===== config.mk =====
export PLATFORM = sky130hd
export DESIGN_NAME = hazard_scoreboard_ctrl
export DESIGN_NICKNAME = d
export VERILOG_FILES = /design/src/rtl/hazard_pkg.sv /design/src/rtl/hazard_scoreboard_ctrl_instr_regdecode.sv /design/src/rtl/hazard_scoreboard_ctrl.sv
export SDC_FILE = /design/constraint.sdc
export NUM_CORES = 1
export LEC_CHECK = 0
export CAP_MARGIN = 25
export CELL_PAD_IN_SITES_DETAIL_PLACEMENT = 1
export CELL_PAD_IN_SITES_GLOBAL_PLACEMENT = 2
export CORE_MARGIN = 2
export CORE_UTILIZATION = 24
export DETAILED_ROUTE_END_ITERATION = 16
export PLACE_DENSITY_LB_ADDON = 0.1
export SETUP_SLACK_MARGIN = 0.1
export SYNTH_ARGS = -nofsm -noshare
export SYNTH_HDL_FRONTEND = slang
export SYNTH_SLANG_ARGS = --single-unit
export TNS_END_PERCENT = 30

===== constraint.sdc =====
create_clock -name clk -period 3.29 [get_ports clk]
set_input_delay 0.987 -clock clk [delete_from_list [all_inputs] [get_ports clk]]
set_output_delay 0.987 -clock clk [all_outputs]
set_load 0.01 [all_outputs]

===== src/rtl/hazard_pkg.sv =====
// hazard_pkg: shared opcodes, scoreboard entry and control modes
package hazard_pkg;
  localparam int SB_REG_W = 5;
  localparam logic [5:0] OP_RTYPE = 6'b000000;
  localparam logic [5:0] OP_ADDI  = 6'b001000;
  localparam logic [5:0] OP_ORI   = 6'b001101;
  localparam logic [5:0] OP_ANDI  = 6'b001100;
  localparam logic [5:0] OP_SLTI  = 6'b001010;
  localparam logic [5:0] OP_LW    = 6'b100011;
  localparam logic [5:0] OP_SW    = 6'b101011;
  localparam logic [5:0] OP_BEQ   = 6'b000100;
  localparam logic [5:0] OP_BNE   = 6'b000101;
  localparam logic [5:0] OP_J     = 6'b000010;
  localparam logic [5:0] OP_NOP   = 6'b111111;
  typedef struct packed {
    logic                valid;
    logic [SB_REG_W-1:0] rdst;
    logic                is_load;
  } sb_entry_t;
  typedef enum logic [1:0] {RUN, HSTALL, JBUB, FLUSH} state_t;
endpackage


===== src/rtl/hazard_scoreboard_ctrl_instr_regdecode.sv =====
// instr_regdecode: source/destination register extraction for one instruction
module instr_regdecode import hazard_pkg::*; #(
  parameter int REG_W = 5
) (
  input  logic [31:0]      instr,
  output logic [REG_W-1:0] rs,
  output logic [REG_W-1:0] rt,
  output logic [REG_W-1:0] dst,
  output logic             rs_v,
  output logic             rt_v,
  output logic             dst_v,
  output logic             is_load,
  output logic             is_jump
);
  logic [5:0] op;
  logic is_r, is_i, is_st;
  logic unused_bits;
  assign op = instr[31:26];
  assign rs = instr[21 +: REG_W];
  assign rt = instr[16 +: REG_W];
  assign is_r = op == OP_RTYPE;
  assign is_i = op inside {OP_ADDI, OP_ORI, OP_ANDI, OP_SLTI, OP_LW};
  assign is_st = op inside {OP_SW, OP_BEQ, OP_BNE};
  assign is_load = op == OP_LW;
  assign is_jump = op == OP_J;
  // register 0 is hard-wired, so it never creates a dependency
  assign rs_v = (is_r || is_i || is_st) && rs != '0;
  assign rt_v = (is_r || is_st) && rt != '0;
  assign dst = is_r ? instr[11 +: REG_W] : rt;
  assign dst_v = (is_r || is_i) && dst != '0;
  assign unused_bits = ^instr;
endmodule


===== src/rtl/hazard_scoreboard_ctrl.sv =====
// hazard_scoreboard_ctrl: in-flight destination scoreboard driving stall/flush/forward controls
module hazard_scoreboard_ctrl import hazard_pkg::*; #(
  parameter int REG_W        = 5,
  parameter int PIPE_DEPTH   = 3,
  parameter int FORWARD_EN   = 0,
  parameter int JUMP_BUBBLES = 1
) (
  input  logic        clk,
  input  logic        rst_n,
  input  logic [31:0] id_instr,
  input  logic        branch_taken,
  output logic        pc_en,
  output logic        ifid_en,
  output logic        ifid_nop,
  output logic        idex_nop,
  output logic        exmem_nop,
  output logic [2:0]  fwd_a,
  output logic [2:0]  fwd_b,
  output logic [15:0] stall_cnt
);
  logic [REG_W-1:0] rs, rt, dst;
  logic rs_v, rt_v, dst_v, is_load, is_jump;
  sb_entry_t sb [1:PIPE_DEPTH];
  sb_entry_t nxt;
  logic [PIPE_DEPTH:1] ma, mb;
  logic [2:0] ya, yb;
  logic [1:0] jcnt;
  logic haz;
  state_t st;
  instr_regdecode #(.REG_W(REG_W)) u_dec (
    .instr(id_instr), .rs(rs), .rt(rt), .dst(dst),
    .rs_v(rs_v), .rt_v(rt_v), .dst_v(dst_v), .is_load(is_load), .is_jump(is_jump)
  );
  for (genvar k = 1; k <= PIPE_DEPTH; k++) begin : g_match
    assign ma[k] = rs_v && sb[k].valid && sb[k].rdst == SB_REG_W'(rs);
    assign mb[k] = rt_v && sb[k].valid && sb[k].rdst == SB_REG_W'(rt);
  end
  // with forwarding only a load still in EX cannot supply its result in time
  assign haz = FORWARD_EN != 0 ? ((ma[1] || mb[1]) && sb[1].is_load) : (|ma || |mb);
  always_comb begin
    ya = '0;
    yb = '0;
    for (int k = PIPE_DEPTH; k >= 1; k--) begin
      if (ma[k]) ya = 3'(k);
      if (mb[k]) yb = 3'(k);
    end
  end
  always_comb begin
    st = !rst_n ? RUN : branch_taken ? FLUSH : haz ? HSTALL : (is_jump || jcnt != '0) ? JBUB : RUN;
    pc_en = st != HSTALL;
    ifid_en = st != HSTALL;
    ifid_nop = st == JBUB || st == FLUSH;
    idex_nop = st == HSTALL || st == FLUSH;
    exmem_nop = st == FLUSH;
    fwd_a = (FORWARD_EN != 0 && rst_n && !haz) ? ya : '0;
    fwd_b = (FORWARD_EN != 0 && rst_n && !haz) ? yb : '0;
  end
  assign nxt = '{valid: (st == RUN || st == JBUB) && dst_v, rdst: SB_REG_W'(dst), is_load: is_load};
  always_ff @(posedge clk) begin
    if (!rst_n) begin
      for (int k = 1; k <= PIPE_DEPTH; k++) sb[k] <= '0;
      jcnt <= '0;
      stall_cnt <= '0;
    end else begin
      sb[1] <= nxt;
      for (int k = 2; k <= PIPE_DEPTH; k++) sb[k] <= sb[k-1];
      jcnt <= st == FLUSH ? '0 : (st == JBUB && is_jump) ? 2'(JUMP_BUBBLES - 1) : jcnt - 2'(jcnt != '0);
      stall_cnt <= stall_cnt + 16'(st == HSTALL && stall_cnt != 16'hFFFF);
    end
  end
endmodule

# [Word-level counts from Yosys, hierarchy flattened]
# Memory sizes are Yosys's and may differ from the RTL's.
# Index checks and enable logic that the tools add are counted.
[word_totals] register_bits=18 ramBits=21 out_inout_bits=27 n_memories=1
[op_classes] n_addsub=2 eq_ne=20 n_mux=10 n_bitwise=4 reduce_logical=37
[mem_list] memory="sb" words=3 word_bits=7 rd=3 rd_clocked_by_memory_dff=0 wr=3 line_no="hazard_scoreboard_ctrl.sv:23" source="sb_entry_t sb [1:PIPE_DEPTH];"
[op_table] op="5-bit equality test" n=6
[op_table] op="6-bit by 4-bit equality test with 1-bit output, second input constant" n=4
[op_table] op="7-bit 2-to-1 mux" n=3
[op_table] op="5-bit nonzero test" n=4
[op_table] op="1-bit logical AND" n=18
[op_table] op="16-bit by 1-bit adder with 16-bit output" n=1
[op_table] op="16-bit != test, second input constant" n=1
[op_table] op="6-bit by 3-bit equality test with 1-bit output, second input constant" n=2
[op_table] op="6-bit equality test, second input constant" n=2
[op_table] op="3-bit OR reduction" n=3
[op_table] op="1-bit logical OR" n=8
[op_table] op="2-bit 2-to-1 mux" n=4
[op_table] op="6-bit by 2-bit equality test with 1-bit output, second input constant" n=1
[op_table] op="6-bit logical NOT" n=1
[op_table] op="5-bit 2-to-1 mux" n=1
[op_table] op="2-bit equality test, second input constant" n=2
[op_table] op="1-bit OR" n=3
[op_table] op="3-bit nonzero test" n=1
[op_table] op="2-bit by 1-bit equality test with 1-bit output, second input constant" n=1
[op_table] op="2-bit logical NOT" n=1
[op_table] op="1-bit 2-to-1 mux" n=2
[op_table] op="2-bit by 1-bit != test with 1-bit output, second input constant" n=1
[op_table] op="2-bit nonzero test" n=1
[op_table] op="2-bit by 1-bit subtractor with 2-bit output" n=1
[op_table] op="1-bit NOT" n=1

# [Depth between registers and ports, before layout]
[logic_depth] word_depth=16 ltp_mapped=13

# [Cells and area by module]
# Synthesis repeated with hierarchy kept, for this count alone.
[hier_totals] cells_unflattened=224 hier_area_um2=2037.0
[modules_own_cells] mod="hazard_scoreboard_ctrl" n_inst=1 cells_per_inst=184 area_per_inst_um2=1732.9 seq_area_each_um2=720.7
[modules_own_cells] mod="instr_regdecode" n_inst=1 cells_per_inst=40 area_per_inst_um2=304.0 seq_area_each_um2=0.0

# [Least setup slack after synthesis]
# Ideal clock, no wire load.
[synth_path] path_type="input -> output" startpoint="input id_instr[16]" endpoint="output pc_en" arrival_ns=2.179 required_ns=2.303 slack_ns=0.124 stages=6 path_buffers=1 path_cell_list="or4_4 -> nor2_2 -> a211oi_1 -> a32o_2 -> nand2_1 -> buf_4"
[synth_via] elab_chain_cells=10 elab_cells_between_ends=17
[synth_lines] item="from (decl)" line_no="hazard_scoreboard_ctrl.sv:10" source="input logic [31:0] id_instr,"
[synth_lines] item="5-bit nonzero test" line_no="hazard_scoreboard_ctrl_instr_regdecode.sv:28" source="assign rt_v = (is_r || is_st) && rt != '0;"
[synth_lines] item="1-bit logical AND" line_no="hazard_scoreboard_ctrl_instr_regdecode.sv:28"
[synth_lines] item="1-bit logical AND (2 in series)" line_no="hazard_scoreboard_ctrl.sv:36" source="assign mb[k] = rt_v && sb[k].valid && sb[k].rdst == SB_REG_W'(rt);"
[synth_lines] item="3-bit OR reduction *" line_no="hazard_scoreboard_ctrl.sv:39" source="assign haz = FORWARD_EN != 0 ? ((ma[1] || mb[1]) && sb[1].is_load) : (|ma || |mb);"
[synth_lines] item="1-bit logical OR *" line_no="hazard_scoreboard_ctrl.sv:39"
[synth_lines] item="2-bit 2-to-1 mux * (3 in series)" line_no="hazard_scoreboard_ctrl.sv:49" source="st = !rst_n ? RUN : branch_taken ? FLUSH : haz ? HSTALL : (is_jump || jcnt != '0) ? JBUB : RUN;"
[synth_lines] item="2-bit by 1-bit != test with 1-bit output *"
[synth_lines] item="to (decl)" line_no="hazard_scoreboard_ctrl.sv:12" source="output logic pc_en,"
# Mark *: on every way between the ends. The rest lies on a longest branch, timed or not.

# [Worst setup path in the final report]
[layout_path] startpoint="input id_instr[20]" endpoint="output ifid_nop"
[layout_via] elab_chain_cells=11 elab_cells_between_ends=19
[layout_lines] item="5-bit nonzero test" line_no="hazard_scoreboard_ctrl_instr_regdecode.sv:28"
[layout_lines] item="1-bit logical AND" line_no="hazard_scoreboard_ctrl_instr_regdecode.sv:28"
[layout_lines] item="1-bit logical AND (2 in series)" line_no="hazard_scoreboard_ctrl.sv:36"
[layout_lines] item="3-bit OR reduction *" line_no="hazard_scoreboard_ctrl.sv:39"
[layout_lines] item="1-bit logical OR *" line_no="hazard_scoreboard_ctrl.sv:39"
[layout_lines] item="2-bit 2-to-1 mux * (3 in series)" line_no="hazard_scoreboard_ctrl.sv:49"
[layout_lines] item="2-bit equality test" line_no="hazard_scoreboard_ctrl.sv:52" source="ifid_nop = st == JBUB || st == FLUSH;"
[layout_lines] item="1-bit logical OR *" line_no="hazard_scoreboard_ctrl.sv:52"
[layout_lines] item="to (decl)" line_no="hazard_scoreboard_ctrl.sv:14" source="output logic ifid_nop,"
# Marked as above.

==> metrics.md <==
| Metric | Value |
|---|---|
| Post-Syn Area | 0.00193 sq mm |
| Clk pin slew, worst setup/hold paths | 0.07 ns |
| PwrDens | 316 mW/mm^2 |
| Syn-to-layout area delta | 49.0% |
| CTS Buffer Depth | 2 |
| Num ports | 62 |
| Initial antenna violation count | 1 |
| Nets | 319 |
| Kind of critical path | in -> out |
| Finished Layout Cells | 386 |
| Die area | 0.00879 sq mm |
| NetSw | 231 uW |
| Post-synth EDFFs | 0 |
| Vias/cell | 4.33 |
| Sequential cell area | 721 sq um |
| Num rows | 32 |
| Port bufs | 44 |
| DR DRC count | 0 |
| Yosys Warn Count | 0 |
| CP max stage delay | 0.54 ns |
| 1st-iter DRT viols | 33 |
| Multi-input logic area | 0.00127 sq mm |
| Buf+Inv Stages, Crit Path | 3 |
| Routed vias | 1672 |
| Top cells by area, synth | dfxtp_1 37%, xor2_1 11%, and2_1 9.4%, xnor2_1 7.7%, nand3_1 4.1% |
| VDD IR max | 0.000111 V |
| CTS Buf Count | 5 |
| Vias in the first global route | 1849 |
| Pre-CTS setup slack | -0.973 ns |
| Starting Density | 24.9% |
| Largest net degree at the start of global routing | 32 |
| Sw Share | 25.4% |
| HPWL Detailed | 4130 um |
| Critical Path RT | 2.30 ns |
| Final setup vio count | 4 |
| Failing checks | negative setup slack |
| Htree depth | 2 |
| Die width | 93.8 um |
| Final period util | 104% |
| Status | finished with violations |
| CTS tree | yes |
| GRT Total Usage | 13.1% |
| CP startpoint kind | input port |
| Final Hold Fails | 0 |
| CP Capture Type | primary output |
| Hold buffer count at cts | 0 |
| Cell taking the most area after synthesis | dfxtp_1 |
| Final wirelength | 5400 um |
| Root Driver | clkbuf_8 |
| Total grt overflow | 0 |
| Placed Cells | 368 |
| Post-synthesis cell count | 211 |
| Clk sinks | 36 |
| Clock insertion delay at the later pin of the skew report | 0.29 ns |
| CP top delay family | simple AND/OR/NAND/NOR gates |
| Global-route wire length before repair | 8970 um |
| Clock power frac | 36.0% |
| Ratio of cells with drive above 1 in the final layout | 25.4% |
| Final slew viol count | 0 |
| Routed wire per std cell | 14.0 um |
| PnR worst setup slack | -0.137 ns |
| Final Total Pwr | 911 uW |
| Hold crit path type | reg -> reg |
| Worst setup slack for register-to-register paths | 0.62 ns |
| Worst-path cell chain | buf_6, or4_4, nor2_4, a211oi_2, a32o_2, buf_6, a21oi_2, buf_2 |
| RSZ-0062 raised after global routing | yes |
| Predominant post-synthesis flop cell | dfxtp_1 |
| Max-cap violations | 0 |
| Setup skew after layout | 0.00254 ns |
| Yosys cell types | 40 |
| LEAKAGE | 0.00117 uW |
| Core area | 0.00777 sq mm |
| Peak Freq | 292 MHz |
| Critical Path Fanout Max | 3 |
| ANT nets after route | 0 |
| Asr flop ratio synth | 0% |
| Most common cell on crit path | buf_6 |
| Routability cong. | 0.735 |
| Die H | 93.8 um |
| Internal Power | 680 uW |
| Pre-antenna DRT Iters | 4 |
| Comb pwr share | 14.3% |
| Worst EP arrival | 2.44 ns |
| Crit path max-delay cell type | or4_4 |
| Number of synthesized register bits | 36 |
| Syn avg cell area | 9.17 sq um |
| Final min period | 3.43 ns |
| Fill count | 905 |
| Seq/Total Area, Yosys | 37.3% |
| Post-synth top area share | 37.3% |
| Share of power burned in registers | 49.7% |
-- cells by family after synthesis --
group | count (synthesis) | synth area share (%)
compound gates | 20 | 6.73
flops | 36 | 37.3
simple gates | 91 | 28.4
mux | 5 | 2.59
other cells | 1 | 0.194
buf+inv | 14 | 4.53
fa+ha+maj | 2 | 1.29
xor+xnor | 42 | 19.0
-- final cells by class --
class,count,share of cell area (%)
Clock buffer,6,2.87
Sequential cell,36,25.0
Multi-Input combinational cell,166,44.2
Inverter,1,0.130
Timing Repair Buffer,72,22.9
Antenna cell,1,0.0868
Tap cell,102,4.43
Clock inverter,2,0.347
-- flip-flops by register name, indices dropped and copies added, names as in the netlist --
signal     count
stall_cnt     16
jcnt           2
sb            18
-- Yosys cell counts (all sizes together) (5+ instances only) --
library cell	number
nand3	16
o21ai	5
clkbuf	5
nand4	5
and2	29
xnor2	17
xor2	25
mux2i	5
nand2	8
buf	8
dfxtp	36
a21oi	6
nor2b	6
nor4	6
nor2	7
-- through the flow --
stage	setup TNS (ns)	util [%]	cell area (sq um)	hold slack, ns
after floorplan	0	-	1950	0.424
after global placement	-10.56	33.2	2580	0.450
after detailed placement	-10.62	33.2	2580	0.443
after CTS	-0.551	35.6	2760	0.462
after global routing	-0.765	37.1	2880	0.488
final	-0.420	37.1	2880	0.460
-- metal layers --
layer  global-route usage (%)  vias up  wire length (um)
met5                        0        -                 0
met4                     3.62        0                48
met3                     4.09        4               277
met2                     22.1       34              2580
met1                     16.1      788              2500
li1                         -      846                 -
-- cells in the final DEF (no fill, tap or decap), types with 2 or more instances in the layout --
| master | synthesis | final |
|---|---|---|
| dfxtp_1 | 36 | 36 |
| nor2b_1 | 6 | 6 |
| xor2_2 | 0 | 3 |
| and4_1 | 2 | 2 |
| a21oi_1 | 6 | 5 |
| nand3_1 | 16 | 14 |
| conb_1 | 1 | 6 |
| and2_1 | 29 | 29 |
| nand4_1 | 5 | 5 |
| clkbuf_8 | 0 | 6 |
| nand2_1 | 8 | 7 |
| nand3_2 | 0 | 2 |
| nor4_2 | 0 | 5 |
| clkdlybuf4s50_1 | 0 | 23 |
| buf_4 | 7 | 20 |
| or3_1 | 2 | 2 |
| mux2i_1 | 5 | 5 |
| clkinv_2 | 0 | 2 |
| xnor2_1 | 17 | 17 |
| buf_6 | 1 | 15 |
| o21ai_0 | 5 | 4 |
| buf_2 | 0 | 4 |
| ha_4 | 0 | 2 |
| and3_4 | 0 | 2 |
| nor2_1 | 6 | 5 |
| xor2_1 | 25 | 22 |
| dlygate4sd2_1 | 0 | 9 |
-- power by group through the flow --
stage               combinational (uW)  clock, uW  sequential (uW)
floorplan                         59.6          0              460
global placement                   125          0              463
detailed placement                 124          0              463
CTS                                126        343              452
global route                       145        364              454
finish                             131        328              452
-- worst paths after layout --
path                               to  cells after the start                  from
min                jcnt[0]$_SDFF_PP0_                      2    jcnt[1]$_SDFF_PP0_
max reg2reg  stall_cnt[14]$_SDFF_PN0_                     14  sb[0][11]$_SDFF_PN0_
max                          ifid_nop                      8          id_instr[20]
min reg2reg        jcnt[0]$_SDFF_PP0_                      2    jcnt[1]$_SDFF_PP0_
-- worst min-delay path: stages, from the launching register on --
cell,delay (ns)
dfxtp_1,0.33
nand2_1,0.06
nor2_1,0.03
-- repair_timing --
action | CTS | global route
pin swaps | 18 | 4
setup endpoints to repair | 19 | 15
setup buffers | 6 | 3
cloned | 0 | 0
gates resized for setup | 80 | 18
(Power assumes the default switching activity.)
